--- src/rtl/aes_cbc_ctrl.sv ---
// aes_cbc_ctrl: CBC/ECB block-chaining controller sitting directly upstream of aes_core_gen.
// Define AES_CBC_WDOG_EN to add a core_done watchdog and the sticky wdog_err output.
module aes_cbc_ctrl #(
  parameter int unsigned WDOG_CYCLES = 64
) (
  input  logic         clk,
  input  logic         reset,
  input  logic         cfg_enc_dec,
  input  logic [1:0]   cfg_mode,
  input  logic         cfg_cbc,
  input  logic         iv_load,
  input  logic [127:0] iv,
  input  logic         in_valid,
  output logic         in_ready,
  input  logic [127:0] in_data,
  output logic         out_valid,
  input  logic         out_ready,
  output logic [127:0] out_data,
  output logic         busy,
  output logic         core_start,
  output logic         core_enc_dec,
  output logic [1:0]   core_mode,
  output logic [127:0] core_data_in,
  input  logic [127:0] core_data_out,
  input  logic         core_done
`ifdef AES_CBC_WDOG_EN
  ,
  output logic         wdog_err
`endif
);

  localparam logic [1:0] S_IDLE   = 2'd0;
  localparam logic [1:0] S_LAUNCH = 2'd1;
  localparam logic [1:0] S_WAIT   = 2'd2;
  localparam logic [1:0] S_OUT    = 2'd3;

  if (WDOG_CYCLES == 0) begin : g_cfg_check
    $error("aes_cbc_ctrl: WDOG_CYCLES must be at least 1");
  end

  logic [1:0]   state;
  logic [127:0] chain;
  logic [127:0] blk;
  logic [127:0] chain_eff;
  logic         cbc_q;

`ifdef AES_CBC_WDOG_EN
  localparam int unsigned       WDOG_W    = $clog2(WDOG_CYCLES + 1);
  localparam logic [WDOG_W-1:0] WDOG_LAST = WDOG_W'(WDOG_CYCLES - 1);
  logic [WDOG_W-1:0] wdog_cnt;
`endif

  // A same-cycle iv_load takes effect for the block accepted in that cycle.
  always_comb begin
    chain_eff = iv_load ? iv : chain;
  end

  assign in_ready   = reset && (state == S_IDLE);
  assign busy       = (state != S_IDLE);
  assign core_start = (state == S_LAUNCH);
  assign out_valid  = (state == S_OUT);

  always_ff @(posedge clk or negedge reset) begin
    if (!reset) begin
      state        <= S_IDLE;
      chain        <= '0;
      blk          <= '0;
      cbc_q        <= 1'b0;
      core_enc_dec <= 1'b0;
      core_mode    <= '0;
      core_data_in <= '0;
      out_data     <= '0;
`ifdef AES_CBC_WDOG_EN
      wdog_cnt     <= '0;
      wdog_err     <= 1'b0;
`endif
    end else begin
      case (state)
        S_IDLE: begin
          if (iv_load) begin
            chain <= iv;
`ifdef AES_CBC_WDOG_EN
            wdog_err <= 1'b0;
`endif
          end
          if (in_valid) begin
            cbc_q        <= cfg_cbc;
            core_enc_dec <= cfg_enc_dec;
            core_mode    <= cfg_mode;
            blk          <= in_data;
            core_data_in <= (cfg_cbc && !cfg_enc_dec) ? (in_data ^ chain_eff) : in_data;
            state        <= S_LAUNCH;
          end
        end
        S_LAUNCH: begin
`ifdef AES_CBC_WDOG_EN
          wdog_cnt <= '0;
`endif
          state <= S_WAIT;
        end
        S_WAIT: begin
          if (core_done) begin
            out_data <= (cbc_q && core_enc_dec) ? (core_data_out ^ chain) : core_data_out;
            if (cbc_q) begin
              chain <= core_enc_dec ? blk : core_data_out;
            end
            state <= S_OUT;
          end
`ifdef AES_CBC_WDOG_EN
          // Timeout fires on the WDOG_CYCLES-th WAIT cycle; a coincident done wins above.
          else if (wdog_cnt == WDOG_LAST) begin
            wdog_err <= 1'b1;
            state    <= S_IDLE;
          end else begin
            wdog_cnt <= wdog_cnt + WDOG_W'(1);
          end
`endif
        end
        S_OUT: begin
          if (out_ready) begin
            state <= S_IDLE;
          end
        end
        default: state <= S_IDLE;
      endcase
    end
  end

endmodule
--- config.mk ---
export PLATFORM = sky130hd
export DESIGN_NAME = aes_cbc_ctrl
export DESIGN_NICKNAME = d
export VERILOG_FILES = /design/src/rtl/aes_cbc_ctrl.sv
export SDC_FILE = /design/constraint.sdc
export NUM_CORES = 1
export LEC_CHECK = 0
export CORE_MARGIN = 5
export CORE_UTILIZATION = 35
export CTS_CLUSTER_SIZE = 16
export DETAILED_ROUTE_END_ITERATION = 12
export PLACE_DENSITY = 0.61
export SLEW_MARGIN = 40
export SYNTH_ARGS = -nofsm -noshare
export SYNTH_HDL_FRONTEND = slang
export SYNTH_SLANG_ARGS = --single-unit
--- constraint.sdc ---
create_clock -name clk -period 2.4 [get_ports clk]
set_clock_uncertainty 0.05 [all_clocks]
set_input_delay 0.6 -clock clk [delete_from_list [all_inputs] [get_ports clk]]
set_output_delay 0.6 -clock clk [all_outputs]
set_load 0.02 [all_outputs]
Yosys cells after proc, flatten, opt, wreduce, memory -nomap -nowiden
Cells that the tools add are included.

Output and inout port bits: 263. Bits in writable memories: 0. Input bits: 394. Logic and storage cells: 39. Memories kept: 0. Latch bits: 0. ROM bits: 0. Register bits after elaboration: 518.

$mul: 0. Equality and inequality tests: 7. Bitwise operators: 2. Order comparisons: 0. Div/mod/pow operators: 0. Reduce and logical (&&, ||, !) cells: 11. Shift operators: 0. Multiplexer cells: 11. $add $sub $neg: 0.

Operators by type and width (count): 2-to-1 mux 128 bit (6); one-hot mux 128 bit (2 select lines) (1); bitwise XOR 128 bit (2); one-hot mux 2 bit (4 select lines) (1); 2-to-1 mux 2 bit (3); != test 2 bit (second input constant) (3); AND reduction 3 bit (2); == test 2 bit (second input constant) (2); AND reduction 2 bit (2); nonzero test 2 bit (2); logical AND 1 bit (3); == test 2 x 1 -> 1 bit (second input constant) (1); logical NOT 2 bit (1); != test 2 x 1 -> 1 bit (second input constant) (1); logical NOT 1 bit (1).

Logic depth before layout (Yosys ltp)
Depth after elaboration: 4. Gate-level depth with buffers: 8. Depth with buffers taken out: 5.

Worst setup path before layout
No wires, ideal clock.

Kind: register to register. Start point: reg state[0]. End point: reg chain[107]. Stages on the path, launching flop included: 9. Path buffers: 3. Path slack: 0.547 ns. Setup time: 0.125 ns. Data required time: 2.225 ns. Arrival: 1.678 ns. Cell sequence: dfrtp_1 -> inv_1 -> ha_1 -> buf_2 -> mux2i_1 -> nor2_1 -> buf_2 -> buf_4 -> mux2_2.

Longest elaborated chain between the ends: 3. Elaborated cells between the ends (all ways): 7. Those cells by class: eq/ne (3); mux (1); reduce/logical (3).

Ends and longest elaborated chain: from (decl) (RTL line 41) `logic [1:0] state;`; from (signal assigned) (RTL line 65) `state <= S_IDLE;`; from (signal assigned) (RTL line 92) `state <= S_LAUNCH;`; from (signal assigned) (RTL line 99) `state <= S_WAIT;`; == test 2 bit or logical NOT 2 bit (tied branches) (RTL line 78) `case (state)`; != test 2 bit (no line) or nonzero test 2 bit (tied branches); AND reduction 3 bit (no line); to (signal assigned) (RTL line 81) `chain <= iv;`; to (signal assigned) (RTL line 105) `chain <= core_enc_dec ? blk : core_data_out;`; to (decl) (RTL line 42) `logic [127:0] chain;`.

Parallel ways exist; a longest one is shown, timed or not. A chain may end at the register's enable or synchronous reset.

Worst setup path in the final report
Start point: reg core_data_in[98]. End point: out core_data_in[98].

RTL lines: from (decl) (RTL line 23) `output logic [127:0] core_data_in,`; from (signal assigned) (RTL line 91) `core_data_in <= (cfg_cbc && !cfg_enc_dec) ? (in_data ^ chain_eff) : in_data;`.

No word-level cell between the ends.

==> out/results.txt <==
For the post-route antenna net violation count, the log shows 0. Prior to clock tree synthesis, the placed netlist has a worst setup slack of 0.00966 ns. The number of global-route vias before repair is 22,300. The standby leakage power was 15.5 nW. For this run, the slowest stage of the critical path takes 0.68 ns.

Detailed placement ended at an HPWL of 67,700 um. Detailed-router iteration count before antenna repair: 5. Setup repair after global routing left no endpoint under its margin. Clock-pin slew was measured on the worst setup and hold paths at 0.06 ns. After the last flow step, the layout net total stands at 3,703.

The peak supply drop is 0.000938 V, and the fraction of layout instances using a drive strength above 1 is 10.6%. The tools report the effective utilization at floorplan as 35.2%. The type of the worst min-delay path was flop to flop. In this design, the largest share of critical-path delay is due to buffers and inverters. Pin placement for this block handled 657 I/O pins. TritonCTS created 59 clock buffers.

The overall overflow remaining after global route is 0. The biggest fanout along the worst timing path came out at 2. The number of input and output port buffers inserted was 656.

Across the run, the number of max-cap violations was 0. For the number of remaining DRC errors, the log shows 0. Among all flip-flop cells after synthesis, the most frequent one is sky130_fd_sc_hd__dfrtp_1.

The critical path is of the flop to output pin type. Derived from the worst setup path, the maximum achievable clock frequency is 430 MHz. Of the synthesized area, sequential elements account for 48.6%. The clock passes through at most 3 buffers. Setup slack after layout: 0.0747 ns.

The H-tree was split into 2 levels. For this design the ratio of total power to cell area is 1330 mW/mm^2. The run gives 0 as the final hold violation count. For the area of the core, the log shows 0.0757 mm^2. In the post-synthesis netlist, the biggest area contributors are sky130_fd_sc_hd__dfrtp_1 49%, sky130_fd_sc_hd__mux2i_1 14%, sky130_fd_sc_hd__nand2_1 5.6%. Synthesis handed over a netlist of 2,673 instances. For this run, asynchronously set or reset flops after synthesis account for 100%.

The tools report the global-route usage over all layers as 21.8%. In this run the biggest area consumer among cell types represents 48.6% of the synthesized area. The worst-path cell with the longest stage delay is sky130_fd_sc_hd__clkdlybuf4s50_1. The final route contains 22,200 vias. Across all hold checks on the routed design, the worst slack comes to 0.424 ns. By count the netlist is led by 518 x sky130_fd_sc_hd__dfrtp_1, 397 x sky130_fd_sc_hd__nand2_1, 386 x sky130_fd_sc_hd__mux2i_1, 258 x sky130_fd_sc_hd__nor2_1, 129 x sky130_fd_sc_hd__mux2_2.

The initialized floorplan defines 101 standard-cell rows. Setup violations remaining at the end of the flow were counted as 0. The flow ran to the end, and the final reports show no timing, DRC or antenna violations.

The number of nets in the synthesized netlist is 3,073. The run gives 54.6% as the relative max-transition margin. The synthesized design contains 0 enable-type register cells. The number of antenna violations at the first check in global routing came out at 18. Routed via count divided by cell count: 5.11. The number of buffers and inverters on the critical path works out to 1.

The category of the worst setup path capture point was an output pin. Layout overhead on the synthesized area: 38.6%. The detailed router's first-iteration violation count was 1,352; the count of state elements after synthesis was 518. The tools report the count of different cell masters after synthesis as 23. The die is 286 um tall. For this block, the routed nets add up to 93,400 um of wire. After synthesis the cells add up to 0.0266 mm^2. At the pin with the least slew margin, the transition time is 0.681 ns. The final weighted congestion of routability-driven global placement is 0.853, and the arrival time at the worst endpoint is 1.68 ns. The critical path goes through clkdlybuf4s50_1. The largest net degree at the start of global routing is 116, and the final-layout fill cell count is 6,983. For the final setup TNS, the log shows 0 ns. The width of the die was 286 um. The type of origin of the critical path is a flop. Most frequent cell after synthesis: sky130_fd_sc_hd__dfrtp_1. TritonCTS built the clock tree. The run gives 0.0818 mm^2 as the total die area. The number of sinks handled by clock tree synthesis came out at 518. The wire length of the first global-routing pass is 140,000 um, and the ratio of final minimum period to clock period is 96.9%. The clock reaches the later pin of the worst-skew pair after 0.60 ns. At the worst endpoint, the required time is 1.75 ns. The final max-slew violation count is 0, and the mean area per synthesized cell is 9.97 um^2. Yosys printed 0 warnings. The clock period minus final worst setup slack was 2.33 ns. Biggest area consumer among synthesized cells: sky130_fd_sc_hd__dfrtp_1.

In the final routed layout, each cell accounts on average for 21.5 um. CTS placed an instance of sky130_fd_sc_hd__clkbuf_16 at the clock tree root.
[worst paths after layout]
| path | startpoint | end | slack, ns | cells past startpoint |
|---|---|---|---|---|
| setup / recovery | core_data_in[98] | core_data_in[98] | 0.07 | 1 |
| hold / removal | blk[109] | blk[109] | 0.42 | 2 |
| setup reg to reg | state[0] | chain[65] | 0.32 | 6 |
| hold reg to reg | blk[109] | blk[109] | 0.42 | 2 |
| max in group asynchronous | reset | out_data[68] | 0.99 | 4 |
| min in group asynchronous | reset | blk[38] | 0.54 | 3 |
[cells in the final DEF (no fill, tap or decap), types with 2 or more instances in the layout]
master | netlist | layout
sky130_fd_sc_hd__dlygate4sd2_1 | 0 | 6
sky130_fd_sc_hd__xor2_1 | 128 | 128
sky130_fd_sc_hd__o21ai_0 | 128 | 128
sky130_fd_sc_hd__buf_12 | 13 | 55
sky130_fd_sc_hd__nand2_1 | 397 | 396
sky130_fd_sc_hd__clkdlybuf4s50_1 | 0 | 643
sky130_fd_sc_hd__clkinv_2 | 0 | 9
sky130_fd_sc_hd__dfrtp_1 | 518 | 516
sky130_fd_sc_hd__ha_1 | 6 | 4
sky130_fd_sc_hd__and2_4 | 0 | 3
sky130_fd_sc_hd__buf_4 | 25 | 58
sky130_fd_sc_hd__nand3_1 | 128 | 128
sky130_fd_sc_hd__a31oi_1 | 128 | 128
sky130_fd_sc_hd__dfrtp_4 | 0 | 2
sky130_fd_sc_hd__ha_4 | 0 | 2
sky130_fd_sc_hd__clkbuf_1 | 93 | 13
sky130_fd_sc_hd__mux2_2 | 129 | 129
sky130_fd_sc_hd__diode_2 | 0 | 15
sky130_fd_sc_hd__inv_1 | 5 | 3
sky130_fd_sc_hd__mux2i_1 | 386 | 386
sky130_fd_sc_hd__inv_2 | 0 | 2
sky130_fd_sc_hd__a21oi_1 | 128 | 128
sky130_fd_sc_hd__or3_1 | 128 | 128
sky130_fd_sc_hd__nor2_1 | 258 | 257
sky130_fd_sc_hd__clkbuf_8 | 0 | 24
sky130_fd_sc_hd__clkbuf_16 | 0 | 61
[layer usage]
metal / routed length (um) / vias to the layer above / track usage [%]
li1: - / 10500 / -
met1: 39300 / 10900 / 28.1
met2: 46600 / 598 / 37.5
met3: 5050 / 135 / 4.14
met4: 2420 / 8 / 6.61
met5: 60 / - / 0
[area by class of cell]
class	instances	area (um^2)	area share [%]
tap	978	1220	3.31
antenna	15	37.5	0.102
clock buffer	97	1890	5.12
inverter	5	18.8	0.0508
sequential	518	13000	35.1
multi-input combinational	1950	12600	34.1
clock inverter	12	91.3	0.247
timing repair buffer	769	8100	21.9
[sequential cells by signal, summed over array words and instances, names as in the netlist]
name	cells
blk	128
cbc_q	1
chain	128
core_data_in	128
core_enc_dec	1
core_mode	2
out_data	128
state	2
[power by group]
| part | switching [W] | leakage [nW] | internal [W] |
|---|---|---|---|
| Sequential | 0.00300 | 6.03 | 0.0131 |
| Clock | 0.00378 | 0.987 | 0.00544 |
| Combinational | 0.0125 | 8.49 | 0.0112 |
| Total | 0.0193 | 15.5 | 0.0298 |
[stage by stage]
stage,std cells,utilization [%],cell area (um^2),total power (W)
6_report,4344,48.8,36900,0.0491
5_1_grt,4340,48.8,36900,0.0520
2_1_floorplan,2673,-,26600,0.0296
3_3_place_gp,4217,46.1,34900,0.0398
4_1_cts,4328,48.7,36900,0.0496
3_5_place_dp,4217,46.1,34900,0.0402
[what timing repair did]
item                                    in CTS  in global routing
endpoints found under the hold margin       11                  0
gates cloned                                 0                  0
endpoints found under the setup margin       9                  3
hold buffers                                 1                  0
pin swaps                                    0                  0
buffers inserted                             1                  1
resized for setup                           15                  4
[cell families after synthesis]
group	count (synthesis)	share of synthesized area (%)
AOI/OAI and AO/OA	385	7.85
muxes	515	20.0
buffers and inverters	205	4.32
adders and majority gates	6	0.282
xor gates and xnor gates	128	4.21
DFF	518	48.6
and+or+nand+nor	916	14.8
Note: power is estimated with default switching activity, not from simulation.
==> RTL change 1 (same flow settings) <==
Reset style: synchronous (`reset`), changed in one clocked block.
--- a/src/rtl/aes_cbc_ctrl.sv
+++ b/src/rtl/aes_cbc_ctrl.sv
@@ -60,7 +60,7 @@
   assign core_start = (state == S_LAUNCH);
   assign out_valid  = (state == S_OUT);
 
-  always_ff @(posedge clk or negedge reset) begin
+  always_ff @(posedge clk) begin
     if (!reset) begin
       state        <= S_IDLE;
       chain        <= '0;
Check against the original RTL: differs if reset is asserted again (counterexample within 4 cycles, from zero or initial values and one cycle with reset low); with reset held inactive, the same outputs for 4 cycles.
==> RTL change 1 against the original RTL <==
Routed wire length is 2.3% higher; sequential cell count stayed put; power is 25% lower; largest cell class is now multi-input gates; critical path type unchanged; worst hold slack worse by 0.020 ns; design area is 7.4% lower; area after synthesis is 7.7% lower; first-iteration DRC count is 1.2% lower; setup slack worse by 0.013 ns; largest power group unchanged; clock power is 0.4% higher.
==> RTL change 1: results (changes against the original RTL) <==
Outcome
  – Status: complete, no violations (unchanged)

Drt
  – Initial DRC count: 1,336 (was 1,352)
  – Total number of vias: 22,640 (was 22,190)
  – Drt pass-1 iters: 5 (unchanged)
  – Post-route DRC: 0 (unchanged)
  – WL per Instance: 22.26 µm (was 21.50 µm)

GRT
  – Vias in the first global route: 21,730 (was 22,300)
  – First-pass GRT wire length: 139.3 mm (was 139.9 mm)
  – Largest net degree at the start of global routing: 119 (was 116)
  – Grt met1 use: 0.2990 (was 0.2805)
  – Met2 usage: 0.3857 (was 0.3750)
  – Initial antenna violation count: 38 (was 18)
  – GRT Total Usage: 0.2369 (was 0.2182)
  – GRT met3 Usage: 0.05992 (was 0.04143)

Place
  – Placed inst area: 0.03215 mm² (was 0.03487 mm²)
  – I/O Buffers: 656 (unchanged)
  – Routability cong.: 0.8637 (was 0.8530)
  – DPL Wire Length: 67.12 mm (was 67.68 mm)

Yosys
  – Top area cells in the synthesized netlist: dfxtp_1 42%, mux2i_1 16%, a21oi_1 5.3% (was dfrtp_1 49%, mux2i_1 14%, nand2_1 5.6%)
  – Register area share after synthesis: 0.4215 (was 0.4865)
  – Top cells by count, synth: 518 x dfxtp_1, 384 x mux2i_1, 265 x nand2_1 (was 518 x dfrtp_1, 397 x nand2_1, 386 x mux2i_1)
  – Synth Net Count: 3,137 (was 3,073)
  – Yosys warnings: 0 (unchanged)
  – Yosys cell types: 30 (was 23)
  – Async SR Flop Fraction: 0 (was 1.000)

Clock tree
  – CTS Buf Count: 58 (was 59)
  – Clock slew at reported path FFs: 0.06 ns (about the same)
  – CTS max path bufs: 3 (unchanged)
  – Clock Latency Late Sink: 0.60 ns (about the same)
  – Postcts setup bufs: 0 (was 1)
  – H-tree levels: 2 (unchanged)
  – Clk root buf: clkbuf_16 (unchanged)

Finish
  – Fin nets: 3,678 (was 3,703)
  – Share of cells above drive strength 1: 0.05746 (was 0.1059)

Pwr
  – Pleak: 0.01218 µW (was 0.01551 µW)
  – Internal Power: 22,980 µW (was 29,820 µW)
  – Max IR drop VDD: 0.6090 mV (was 0.9379 mV)

Setup path
  – CP delay by family, top: buffers and inverters (unchanged)
  – Worst path slowest cell: clkdlybuf4s50_1 (unchanged)
  – WP data arrival: 1.69 ns
  – Crit-path max cell delay: 0.65 ns (was 0.68 ns)
  – Crit Path Max Fanout: 2 (unchanged)

Hold path
  – Hold crit path type: reg2reg (unchanged)

Timing
  – Worst hold slack: 0.4037 ns (was 0.4236 ns)
  – Slew Limit Headroom: 0.5575 (was 0.5459)
[RTL change 1: cell types whose count changed after synthesis, sizes merged, moves of 37 or more]
cell    before  now
o21ai      128  384
dfxtp        0  518
a21oi      128  263
a22o         0  128
nor2       258    1
nand2      397  265
dfrtp      518    0
mux2       129    1
clkbuf      93  130
[RTL change 1: routing by layer]
metal  up-vias  wire, µm  part of all wire
met3       192      6682             0.070
met2       724     44920              0.47
li1      11070         -                 -
met1     10640     40230              0.42
met5         -       132            0.0014
met4        22      3621             0.038
[RTL change 1: path summary, 6_finish.rpt]
kind | start | to | slack, ns | depth (start not counted)
worst min-delay path | blk[106] | blk[106] | 0.40 | 2
worst max-delay path | core_data_in[75] | core_data_in[75] | 0.06 | 1
worst max register to register | state[0] | chain[17] | 0.31 | 7
worst min register to register | blk[106] | blk[106] | 0.40 | 2
[RTL change 1: cells by family (layout without fill, tap and decap cells)]
logic type,count (synthesis),in the layout,synth area share
other,0,31,0
adder cells (fa/ha/maj),6,6,0.003051
multiplexers,385,385,0.1568
AO/OA/AOI/OAI,906,906,0.2109
buffers and inverters,261,848,0.06001
XOR/XNOR,128,128,0.04557
flip-flops,518,518,0.4215
AND/OR/NAND/NOR,533,533,0.1022
[RTL change 1: cell type report]
class | instances | area (µm²)
sequential | 518 | 10380
fill | 6722 | 35710
inverter | 4 | 20.02
clock buffer | 89 | 1782
antenna | 31 | 77.57
timing repair buffer | 738 | 7775
clock inverter | 17 | 193.9
multi-input combinational | 1958 | 12800
tap | 940 | 1176
[RTL change 1: per-stage QoR]
stage	setup slack [ns]	power [µW]	std cells	util
2_1_floorplan	0.4405	21230	2737	-
3_3_place_gp	0.1372	27550	4158	0.4600
3_5_place_dp	0.1333	27630	4158	0.4600
4_1_cts	0.0004690	37010	4264	0.4880
5_1_grt	0.003202	38630	4285	0.4888
6_report	0.06191	36740	4295	0.4892
[RTL change 1: power groups by stage]
stage	Sequential, µW	Combinational (µW)	Clock [µW]
global placement	13000	14500	0
floorplan	13800	7450	0
finish	12900	14600	9270
CTS	12900	14700	9480
detailed placement	13000	14600	0
global route	13200	15700	9790
[RTL change 1: timing repair]
action,in CTS,in global routing
pin swaps,0,0
setup endpoints to repair,8,2
hold buffers,0,0
resized for setup,13,2
==> RTL change 2 (same settings) <==
Without the edit above. The option `AES_CBC_WDOG_EN` is turned on by a define.
--- a/src/rtl/aes_cbc_ctrl.sv
+++ b/src/rtl/aes_cbc_ctrl.sv
@@ -1,5 +1,7 @@
 // aes_cbc_ctrl: CBC/ECB block-chaining controller sitting directly upstream of aes_core_gen.
 // Define AES_CBC_WDOG_EN to add a core_done watchdog and the sticky wdog_err output.
+`define AES_CBC_WDOG_EN
+
 module aes_cbc_ctrl #(
   parameter int unsigned WDOG_CYCLES = 64
 ) (
Behaviour (old outputs only; new: wdog_err): same outputs for any inputs over 4 cycles, from zero or initial values and one cycle with reset low; that may be too few to reach the edited logic, so the function may still have changed.
==> RTL change 2 against the original RTL <==
Setup slack worse by 0.012 ns; synthesized cell count up 6.2%; non-clock buffer count decreased by 18; design area rose by 1.8%; area after synthesis grew 2.1%; power is 1.3% lower; utilization fell by 0.16 points; first-iteration DRC count is 13% lower; maximum frequency is 0.51% lower; sequential cell count increased by 8; routed wire length rose by 0.16%; clock power up 11%; sequential power hardly changed; critical endpoint is now core_data_in[100]; largest cell class unchanged; highest routed layer unchanged.
==> RTL change 2: results (changes against the original RTL) <==
Yosys
  – Synth Area in XOR/XNOR: 0.08238 (was 0.04207)
  – Synth Net Count: 3,233 (was 3,073)
  – Top cells by count, synth: 788 x nand2_1, 526 x dfrtp_1, 248 x o21ai_1 (was 518 x dfrtp_1, 397 x nand2_1, 386 x mux2i_1)
  – Yosys cell types: 40 (was 23)
  – Register area share after synthesis: 0.4836 (was 0.4865)
  – Top area cells in the synthesized netlist: dfrtp_1 48%, nand2_1 11%, mux2_2 5.0% (was dfrtp_1 49%, mux2i_1 14%, nand2_1 5.6%)
  – Mux contribution to synthesized area: 0.1000 (was 0.1995)
  – Synth Area in Adders: 0.0004597 (was 0.002817)
  – Compound-Gate Fraction of Synth Area: 0.1289 (was 0.07846)

Place
  – I/O Buffers: 657 (was 656)
  – Routability cong.: 0.8551 (was 0.8530)
  – DPL Wire Length: 66.77 mm (was 67.68 mm)

GRT
  – First-pass GRT wire length: 140.3 mm (was 139.9 mm)
  – GRT met3 Usage: 0.04618 (was 0.04143)
  – Met2 usage: 0.3591 (was 0.3750)
  – Initial antenna violation count: 22 (was 18)
  – Vias in the first global route: 22,790 (was 22,300)
  – GRT Total Usage: 0.2171 (was 0.2182)

Drt
  – Avg Vias per Cell: 4.839 (was 5.107)
  – WL met2: 45.03 mm (was 46.59 mm)
  – WL met1: 40.01 mm (was 39.27 mm)
  – Routed wire length: 93.54 mm (was 93.40 mm)
  – Met3 wire len: 5.369 mm (was 5.054 mm)
  – Initial DRC count: 1,182 (was 1,352)

Pwr
  – Sequential Power Share: 0.331 (was 0.328)
  – Max IR drop VDD: 0.7841 mV (was 0.9379 mV)
  – Internal Power: 29,550 µW (was 29,820 µW)
  – Logic power comb: 22,300 µW (was 23,800 µW)
  – Pleak: 0.01593 µW (was 0.01551 µW)

Setup path
  – Crit. Startpoint: core_data_in[100] (was core_data_in[98])
  – Crit-path max cell delay: 0.65 ns (was 0.68 ns)
  – Worst r2r src: state[1] (was state[0])

Clock tree
  – CTS Buf Count: 66 (was 59)
  – H-tree levels: 3 (was 2)

Timing
  – Slew Limit Headroom: 0.5307 (was 0.5459)

Hold path
  – Hold Startpoint: blk[13] (was blk[109])

Finish
  – Fillers: 7,323 (was 6,983)
  – Fin nets: 3,851 (was 3,703)

Outcome
  – Status: complete, no violations (unchanged)
-- RTL change 2: cell types whose count changed in the layout (fill, tap and decap cells not counted), sizes merged, moves of 126 or more --
| cell | before | now |
|---|---|---|
| nand2 | 397 | 788 |
| mux2i | 386 | 128 |
| o21ai | 128 | 260 |
| a211oi | 0 | 129 |
| or3 | 128 | 0 |
| xnor2 | 0 | 128 |
| a31oi | 128 | 2 |
| nand3 | 128 | 2 |
| nor2 | 258 | 132 |
| nor2b | 1 | 127 |
-- RTL change 2: timing repair --
item / in CTS / in global routing
gates resized for setup: 9 / 4
setup endpoints to repair: 7 / 3
hold buffers: 1 / 0
hold endpoints to repair: 56 / 0
-- RTL change 2: worst min-delay path: stages (launching register included) --
cell and delay [ns]:
dfrtp_1 0.34, nand2_1 0.05, nand2_1 0.05
-- RTL change 2: final timing paths --
kind                                     end  slack (ns)  depth (start not counted)
setup / recovery           core_data_in[100]        0.06                          1
hold / removal                       blk[13]        0.42                          2
setup reg to reg                   chain[96]        0.43                          7
hold reg to reg                      blk[13]        0.42                          2
max in group asynchronous          chain[68]        0.49                          5
min in group asynchronous  core_data_in[110]        0.62                          3
-- RTL change 2: metrics by stage --
step | instances | total power, µW | setup WS [ns] | instance area [µm²]
floorplan | 2838 | 29200 | 0.5928 | 27220
global placement | 4426 | 38390 | 0.1422 | 35300
detailed placement | 4426 | 38690 | 0.1605 | 35300
CTS | 4547 | 49110 | 0.0004612 | 37530
global route | 4561 | 51660 | 0.004730 | 37590
finish | 4566 | 48500 | 0.06292 | 37600
-- RTL change 2: layout make-up --
cell class	count	area share
diodes	18	0.001198
clock buffers	104	0.05394
clock inverters	16	0.005424
inverters	3	0.0002995
multi-input cells	2108	0.3435
flip-flops and latches	526	0.3502
well taps	1040	0.03461
repair buffers	751	0.2108
